<file path="config.mk">
export PLATFORM = sky130hd
export DESIGN_NAME = ifu_fetch
export DESIGN_NICKNAME = d
export VERILOG_FILES = /design/src/rtl/ifu_fetch.sv
export SDC_FILE = /design/constraint.sdc
export NUM_CORES = 1
export LEC_CHECK = 0
export ABC_AREA = 0
export BUFFER_PORTS_ARGS = -buffer_cell sky130_fd_sc_hd__buf_2
export CAP_MARGIN = 20
export CORE_MARGIN = 4
export CORE_UTILIZATION = 35
export CTS_CLUSTER_SIZE = 28
export DETAILED_ROUTE_END_ITERATION = 8
export SETUP_SLACK_MARGIN = 0.15
export SYNTH_ARGS = -nofsm -noshare
export SYNTH_HDL_FRONTEND = slang
export SYNTH_SLANG_ARGS = --single-unit
</file>
<file path="constraint.sdc">
create_clock -name clk -period 8.4 [get_ports clk]
set_input_delay 0.84 -clock clk [delete_from_list [all_inputs] [get_ports clk]]
set_output_delay 0.84 -clock clk [all_outputs]
set_load 0.01 [all_outputs]
</file>
<file path="src/rtl/ifu_fetch.sv">
// Instruction fetch unit: PC generation, req/gnt/rvalid bus master and
// in-order response buffer feeding the IF/ID register.
module ifu_fetch #(
   parameter logic [31:0] RESET_PC = 32'h0000_0000,
   parameter int unsigned DEPTH    = 2,
   parameter logic [31:0] INST_NOP = 32'h0000_0013
) (
   input  logic        clk,
   input  logic        rst,
   input  logic        jump_en_i,
   input  logic [31:0] jump_addr_i,
   input  logic        hold_flag_i,
   output logic        ibus_req_o,
   output logic [31:0] ibus_addr_o,
   input  logic        ibus_gnt_i,
   input  logic        ibus_rvalid_i,
   input  logic [31:0] ibus_rdata_i,
   output logic [31:0] inst_o,
   output logic [31:0] inst_addr_o,
   output logic        inst_valid_o
);

   localparam int unsigned PW = (DEPTH > 2) ? $clog2(DEPTH) : 1;
   localparam int unsigned CW = PW + 1;
   localparam logic [CW:0] DEPTH_W = (CW+1)'(DEPTH);

   localparam logic [1:0] S_RESET = 2'd0;
   localparam logic [1:0] S_RUN   = 2'd1;
   localparam logic [1:0] S_DRAIN = 2'd2;

   logic [1:0]    state_q, state_d;
   logic [31:0]   pc_q, pc_d;
   logic [CW-1:0] out_q, out_d;
   logic [CW-1:0] kill_q, kill_d;
   logic [CW-1:0] rcnt_q, rcnt_d;
   logic [PW-1:0] awp_q, arp_q, rwp_q, rrp_q;
   logic [31:0]   last_q;

   logic [31:0] afifo_q [DEPTH];
   logic [31:0] raddr_q [DEPTH];
   logic [31:0] rdata_q [DEPTH];

   logic          jump, credit, hs;
   logic          kill_rv, acc_rv, head_v, pop;
   logic [CW:0]   used, kill_sum;

   always_comb begin
      jump     = jump_en_i && (state_q != S_RESET);
      used     = {1'b0, out_q} + {1'b0, rcnt_q};
      credit   = used < DEPTH_W;
      ibus_req_o = (state_q == S_RUN) && !jump_en_i && credit;
      hs       = ibus_req_o && ibus_gnt_i;
      kill_rv  = ibus_rvalid_i && (kill_q != '0);
      acc_rv   = ibus_rvalid_i && (kill_q == '0)
                 && (out_q != '0) && !jump;
      head_v   = rcnt_q != '0;
      pop      = head_v && !hold_flag_i && !jump;
      // requests still in flight at a jump become kills; one may land now
      kill_sum = {1'b0, kill_q} + {1'b0, out_q}
                 - (CW+1)'(ibus_rvalid_i
                           && ((kill_q != '0) || (out_q != '0)));
   end

   assign ibus_addr_o  = pc_q;
   assign inst_valid_o = head_v;
   assign inst_o       = head_v ? rdata_q[rrp_q] : INST_NOP;
   assign inst_addr_o  = head_v ? raddr_q[rrp_q] : last_q;

   always_comb begin
      state_d = state_q;
      pc_d    = pc_q;
      out_d   = out_q;
      kill_d  = kill_q;
      rcnt_d  = rcnt_q;
      unique case (state_q)
         S_RESET: state_d = S_RUN;
         S_RUN, S_DRAIN: begin
            if (jump) begin
               pc_d    = jump_addr_i & ~32'h3;
               out_d   = '0;
               rcnt_d  = '0;
               kill_d  = kill_sum[CW-1:0];
               state_d = (kill_sum != '0) ? S_DRAIN : S_RUN;
            end else begin
               if (hs) pc_d = pc_q + 32'd4;
               out_d  = out_q + CW'(hs) - CW'(acc_rv);
               rcnt_d = rcnt_q + CW'(acc_rv) - CW'(pop);
               if (kill_rv) kill_d = kill_q - CW'(1);
               if (state_q == S_DRAIN && kill_d == '0)
                  state_d = S_RUN;
            end
         end
         default: state_d = S_RESET;
      endcase
   end

   always_ff @(posedge clk) begin
      if (rst) begin
         state_q <= S_RESET;
         pc_q    <= RESET_PC;
         out_q   <= '0;
         kill_q  <= '0;
         rcnt_q  <= '0;
         awp_q   <= '0;
         arp_q   <= '0;
         rwp_q   <= '0;
         rrp_q   <= '0;
         last_q  <= '0;
      end else begin
         state_q <= state_d;
         pc_q    <= pc_d;
         out_q   <= out_d;
         kill_q  <= kill_d;
         rcnt_q  <= rcnt_d;
         if (head_v) last_q <= raddr_q[rrp_q];
         if (jump) begin
            awp_q <= '0;
            arp_q <= '0;
            rwp_q <= '0;
            rrp_q <= '0;
         end else begin
            if (hs)     awp_q <= awp_q + PW'(1);
            if (acc_rv) arp_q <= arp_q + PW'(1);
            if (acc_rv) rwp_q <= rwp_q + PW'(1);
            if (pop)    rrp_q <= rrp_q + PW'(1);
         end
      end
   end

   // payload storage needs no reset; counters qualify every read
   always_ff @(posedge clk) begin
      if (hs) afifo_q[awp_q] <= pc_q;
      if (acc_rv) begin
         raddr_q[rwp_q] <= afifo_q[arp_q];
         rdata_q[rwp_q] <= ibus_rdata_i;
      end
   end

endmodule

</file>
== After elaboration in Yosys (flattened, before gate mapping) ==
Memory sizes are Yosys's and may differ from the RTL's. A register that Yosys moved wholly into a read port is not among the register bits.
Index checks and enable logic that the tools add are counted.
W data, S select, Z words.

* Word-level logic and storage cells: 82
* Register bits: 76
* Output and inout port bits: 98
* Input port bits: 70
* Memories kept: 3
* RAM bits: 192

* Equality and inequality tests: 3
* Reduce and logical (&&, ||, !) cells: 28
* $lt $le $gt $ge: 1
* Add/sub/neg operators: 13
* Mux-type cells: 24

{| class="wikitable"
|+ Memories
! name !! words !! bits a word !! read ports !! clocked after Yosys merged registers in !! write ports !! RTL line !! RTL
|-
| afifo_q || 2 || 32 || 1 || 1 || 1 || 39 || <nowiki>logic [31:0] afifo_q [DEPTH];</nowiki>
|-
| raddr_q || 2 || 32 || 1 || 1 || 1 || 40 || <nowiki>logic [31:0] raddr_q [DEPTH];</nowiki>
|-
| rdata_q || 2 || 32 || 1 || 1 || 1 || 41 || <nowiki>logic [31:0] rdata_q [DEPTH];</nowiki>
|}

{| class="wikitable"
|+ Operators with widths
! operator !! number
|-
| $mux W32 || 4
|-
| $add A32 B3 Y32 const B || 1
|-
| $mux W2 || 9
|-
| $logic_and A1 B1 Y1 || 12
|-
| $mux W1 || 10
|-
| $reduce_bool A2 Y1 || 5
|-
| $add A2 B2 Y3 || 2
|-
| $logic_not A2 Y1 || 3
|-
| $add A1 B1 Y1 const B || 4
|-
| $add A2 B1 Y2 || 2
|-
| $pmux W2 S2 || 1
|-
| $reduce_or A2 Y1 || 2
|-
| $sub A2 B1 Y2 || 2
|-
| $logic_not A1 Y1 || 3
|-
| $lt A3 B2 Y1 const B || 1
|-
| $ne A3 B3 Y1 const B || 1
|-
| $reduce_bool A3 Y1 || 1
|-
| $sub A3 B1 Y3 || 1
|-
| $eq A2 B1 Y1 const B || 1
|-
| $eq A2 B2 Y1 const B || 1
|-
| $reduce_and A2 Y1 || 1
|-
| $sub A2 B1 Y2 const B || 1
|-
| $logic_or A1 B1 Y1 || 1
|}

== Logic depth before layout (Yosys ltp) ==
* Depth in word-level cells: 10
* Mapped depth: 14
* Depth with buffers taken out: 12

== Worst setup path after synthesis ==
No wires, ideal clock.

* Kind: input to register
* Start: input jump_en_i
* End: memory raddr_q[0][10] (enable)
* Library setup time: 482 ps
* Required time: 7,918 ps
* Slack: 3,764 ps
* Cell stages on the path: 6
* Arrival: 4,154 ps
* Path buffers: 2
* Cell sequence: nor2b_1 > clkbuf_1 > clkbuf_1 > nor2_1 > inv_1 > nor2_1

* Cells in the longest elaborated chain, start to end: 5

{| class="wikitable"
|+ RTL lines
! what !! RTL line !! RTL
|-
| start: declaration || 10 || <nowiki>input logic jump_en_i,</nowiki>
|-
| $logic_and A1 B1 Y1 || 48 || <nowiki>jump = jump_en_i && (state_q != S_RESET);</nowiki>
|-
| $logic_not A1 Y1 || 55 || <nowiki>&& (out_q != '0) && !jump;</nowiki>
|-
| $logic_and A1 B1 Y1 || 55 ||
|-
| named net acc_rv || 44 || <nowiki>logic kill_rv, acc_rv, head_v, pop;</nowiki>
|-
| $mux W1 || 133 || <nowiki>if (acc_rv) begin</nowiki>
|-
| $mux W1 (implied by the code) || 134 || <nowiki>raddr_q[rwp_q] <= afifo_q[arp_q];</nowiki>
|-
| end: declaration || 40 ||
|}

The timed path passes the listed nets, and every way through them passes these cells.

==> results.toml <==
[flow_run]
drv_cap = 0

[layout]
multi_input_area_um2 = 3410
final_cells = 1395
syn_to_final_growth_pct = 20.4
fill_cells = 2798
antenna_cells = 0
seqCellArea_um2 = 7050
fin_nets = 1068
drive_above_1_share = 0.265

[clock_tree]
clkTransAtPathRegs_ns = 0.06
cts_resized = 0
cts_setup_buffers = 0
cts_hold_buf = 0
tritoncts = "built"
cts.sinks = 260
htreeDepth = 1
clk_latency_ns = 0.54
clockBufferDepth = 3
cts_buffers = 28
clockRootBuffer = "clkbuf_16"

[logic_synthesis]
synthTopCellsByArea = "edfxtp_1 (52%), dfxtp_1 (14%), mux2i_1 (6.1%), mux2_2 (3.2%), nand2_1 (2.7%)"
netlist_area_um2 = 10700
ys_seq_area_frac = 0.660
synth_fa_ha_area_frac = 0.0190
synthMuxAreaShare = 0.0925
synthCells = 828
ys_warn_count = 0
synth-simple-area-share = 0.125
ys_ff_latch = 260
synth-xor-area-share = 0.00574
ys.flop_type = "edfxtp_1"
synth_cell_types = 64
synth.top_cell.area_share = 0.517
syn_area_per_cell_um2 = 12.9
synth_top_family_by_area = "simple AND/OR/NAND/NOR gates"
synth_compound_area_frac = 0.0742
ys_async_sr_fraction = 0
ys_top_cells_by_count = "edfxtp_1 (184), dfxtp_1 (76), nand2_1 (76), mux2i_1 (65), nor2_1 (65)"
yosysTopAreaCell = "edfxtp_1"
synth_edf_count = 184
synth_most_common_cell = "edfxtp_1"

[global_routing]
grt_pass1_vias = 6832
grt_max_degree = 98
grt_use_total = 0.146
grt_overflow = 0
grt_pass1_wl_mm = 39.0
grt_antenna_before_repair = 0

[timing]
fin_crit_ns = 3.39
finalHoldViolCount = 0
drv_slew = 0
tightest_slew_ns = 1.05
rsz0062_at_grt = "false"
setup_viol = 0
fin_crit_sh = 0.403
holdWs_ns = 0.478
slew_headroom = 0.297
setup_ws_ns = 5.01
fin_tns_setup_ns = 0
fmax_ghz = 0.295
clock_skew_ns = 0.0160

[detailed_routing]
postRouteWirelength_mm = 25.0
vias = 7028
drc = 0
routedWlPerCell_um = 17.9
dr.pass1.iters = 5
first_iter_violations = 429
via_per_inst = 5.04
ant_nets = 0

[die]
die_area_um2 = 33400
start_util = 0.357
row_count = 63
die_h_um = 183
fp.coreArea_um2 = 29900
die_w_um = 183
ios = 168

[critical_path]
critPathMaxFanout = 45
setup.worst_path.class = "reg2out"
crit_path_end = "inst_addr_o[4]"
reg2reg_to = "ibus_addr_o[20]"
start_kind = "flop"
ff2ff_setup_slack_ns = 5.23
crit_arrival_ns = 2.55
reg2reg_from = "state_q[0]"
worst_r2r_path_depth = 7
end_kind = "primary output"
crit_required_ns = 7.56

[placed_design]
port_buffers = 163
dp_slack_ns = 5.09
dp_hpwl_mm = 16.0
gp_congestion = 0.782
place_inst = 1343

[power_and_ir_drop]
p_total_mw = 3.15
powerDensity_nw_per_um2 = 245
p_leak_nw = 4.66
peakVddDrop_mv = 0.162

[worst_hold_path]
hp-class = "reg2reg"

[outcome]
status = "completed"
## power breakdown
group	leakage, nW	switching (mW)	internal, mW
Sequential	2.27	0.0663	1.45
Clock	0.481	0.484	0.797
Combinational	1.91	0.215	0.134
## critical path, cell delays in order, from the launching register on
cell and delay [ns]:
dfxtp_4 0.56, buf_4 0.71, mux2i_1 0.15, o21ai_0 0.34, buf_2 0.21
## flip-flops by register name (all words and copies together) (netlist names), 2 cells and up, named ones only
| name | cells |
|---|---|
| kill_q | 2 |
| state_q | 2 |
| rcnt_q | 2 |
| rdata_q | 64 |
| last_q | 32 |
| out_q | 2 |
| afifo_q | 60 |
| ibus_addr_o | 30 |
| raddr_q | 60 |
## worst min path at each step
stage / start / endpoint / slack (ns) / depth (start not counted)
global placement: last_q[1] / last_q[1] / 0.46 / 1
detailed placement: last_q[1] / last_q[1] / 0.46 / 1
finish: last_q[1] / last_q[1] / 0.48 / 1
floorplan: last_q[0] / last_q[0] / 0.44 / 1
global route: ibus_rdata_i[5] / rdata_q[0][5] / 0.47 / 1
CTS: ibus_rdata_i[24] / rdata_q[0][24] / 0.47 / 1
## stage by stage
step           instance area, µm²   util
2_1_floorplan               10700      -
3_3_place_gp                11900  0.398
3_5_place_dp                11900  0.398
4_1_cts                     12900  0.430
5_1_grt                     12900  0.430
6_report                    12900  0.430
## cell families after synthesis
group / after synthesis
DFF: 260
and+or+nand+nor: 263
xor gates and xnor gates: 7
AOI/OAI and AO/OA: 126
adders and majority gates: 15
other: 1
buffers and inverters: 61
muxes: 95
## placed cells by master, fill, tap and decap left out, types with 3 or more instances in the layout
master | synthesis | routed
edfxtp_1 | 184 | 184
buf_2 | 9 | 163
nand2_1 | 76 | 76
dfxtp_1 | 76 | 74
mux2i_1 | 65 | 65
nor2_1 | 65 | 62
o21ai_0 | 48 | 48
and2_1 | 36 | 35
mux2_2 | 30 | 30
clkbuf_16 | 0 | 29
a21oi_1 | 26 | 26
nand3_1 | 17 | 17
nor3_1 | 15 | 15
inv_1 | 14 | 14
ha_1 | 13 | 13
nand4_1 | 11 | 11
and3_1 | 10 | 9
o31ai_1 | 8 | 8
buf_4 | 2 | 8
o22ai_1 | 7 | 7
clkbuf_1 | 35 | 7
xor2_1 | 6 | 6
a22oi_1 | 5 | 5
clkbuf_8 | 0 | 5
or3_1 | 4 | 4
a31oi_1 | 4 | 4
nor4_1 | 4 | 4
clkinv_2 | 0 | 4
bufinv_16 | 0 | 4
o211ai_1 | 3 | 3
nand2b_1 | 3 | 3
a311o_1 | 3 | 3
nor3_2 | 3 | 3
or4_1 | 3 | 3
a32o_1 | 3 | 3
## routing by layer
metal,share of wire,wire [µm],global-route usage
met5,0,0,0
met4,0.015,382,0.0327
met3,0.071,1770,0.0289
met2,0.47,11700,0.235
met1,0.45,11200,0.204
## final cells by class
| cell class | count | area share |
|---|---|---|
| clock buffer | 41 | 0.0639 |
| sequential | 260 | 0.549 |
| tap | 390 | 0.0380 |
| clock inverter | 11 | 0.0122 |
| inverter | 14 | 0.00409 |
| timing repair buffer | 171 | 0.0681 |
| multi-input combinational | 508 | 0.265 |
Note: power is estimated with default switching activity, not from simulation.
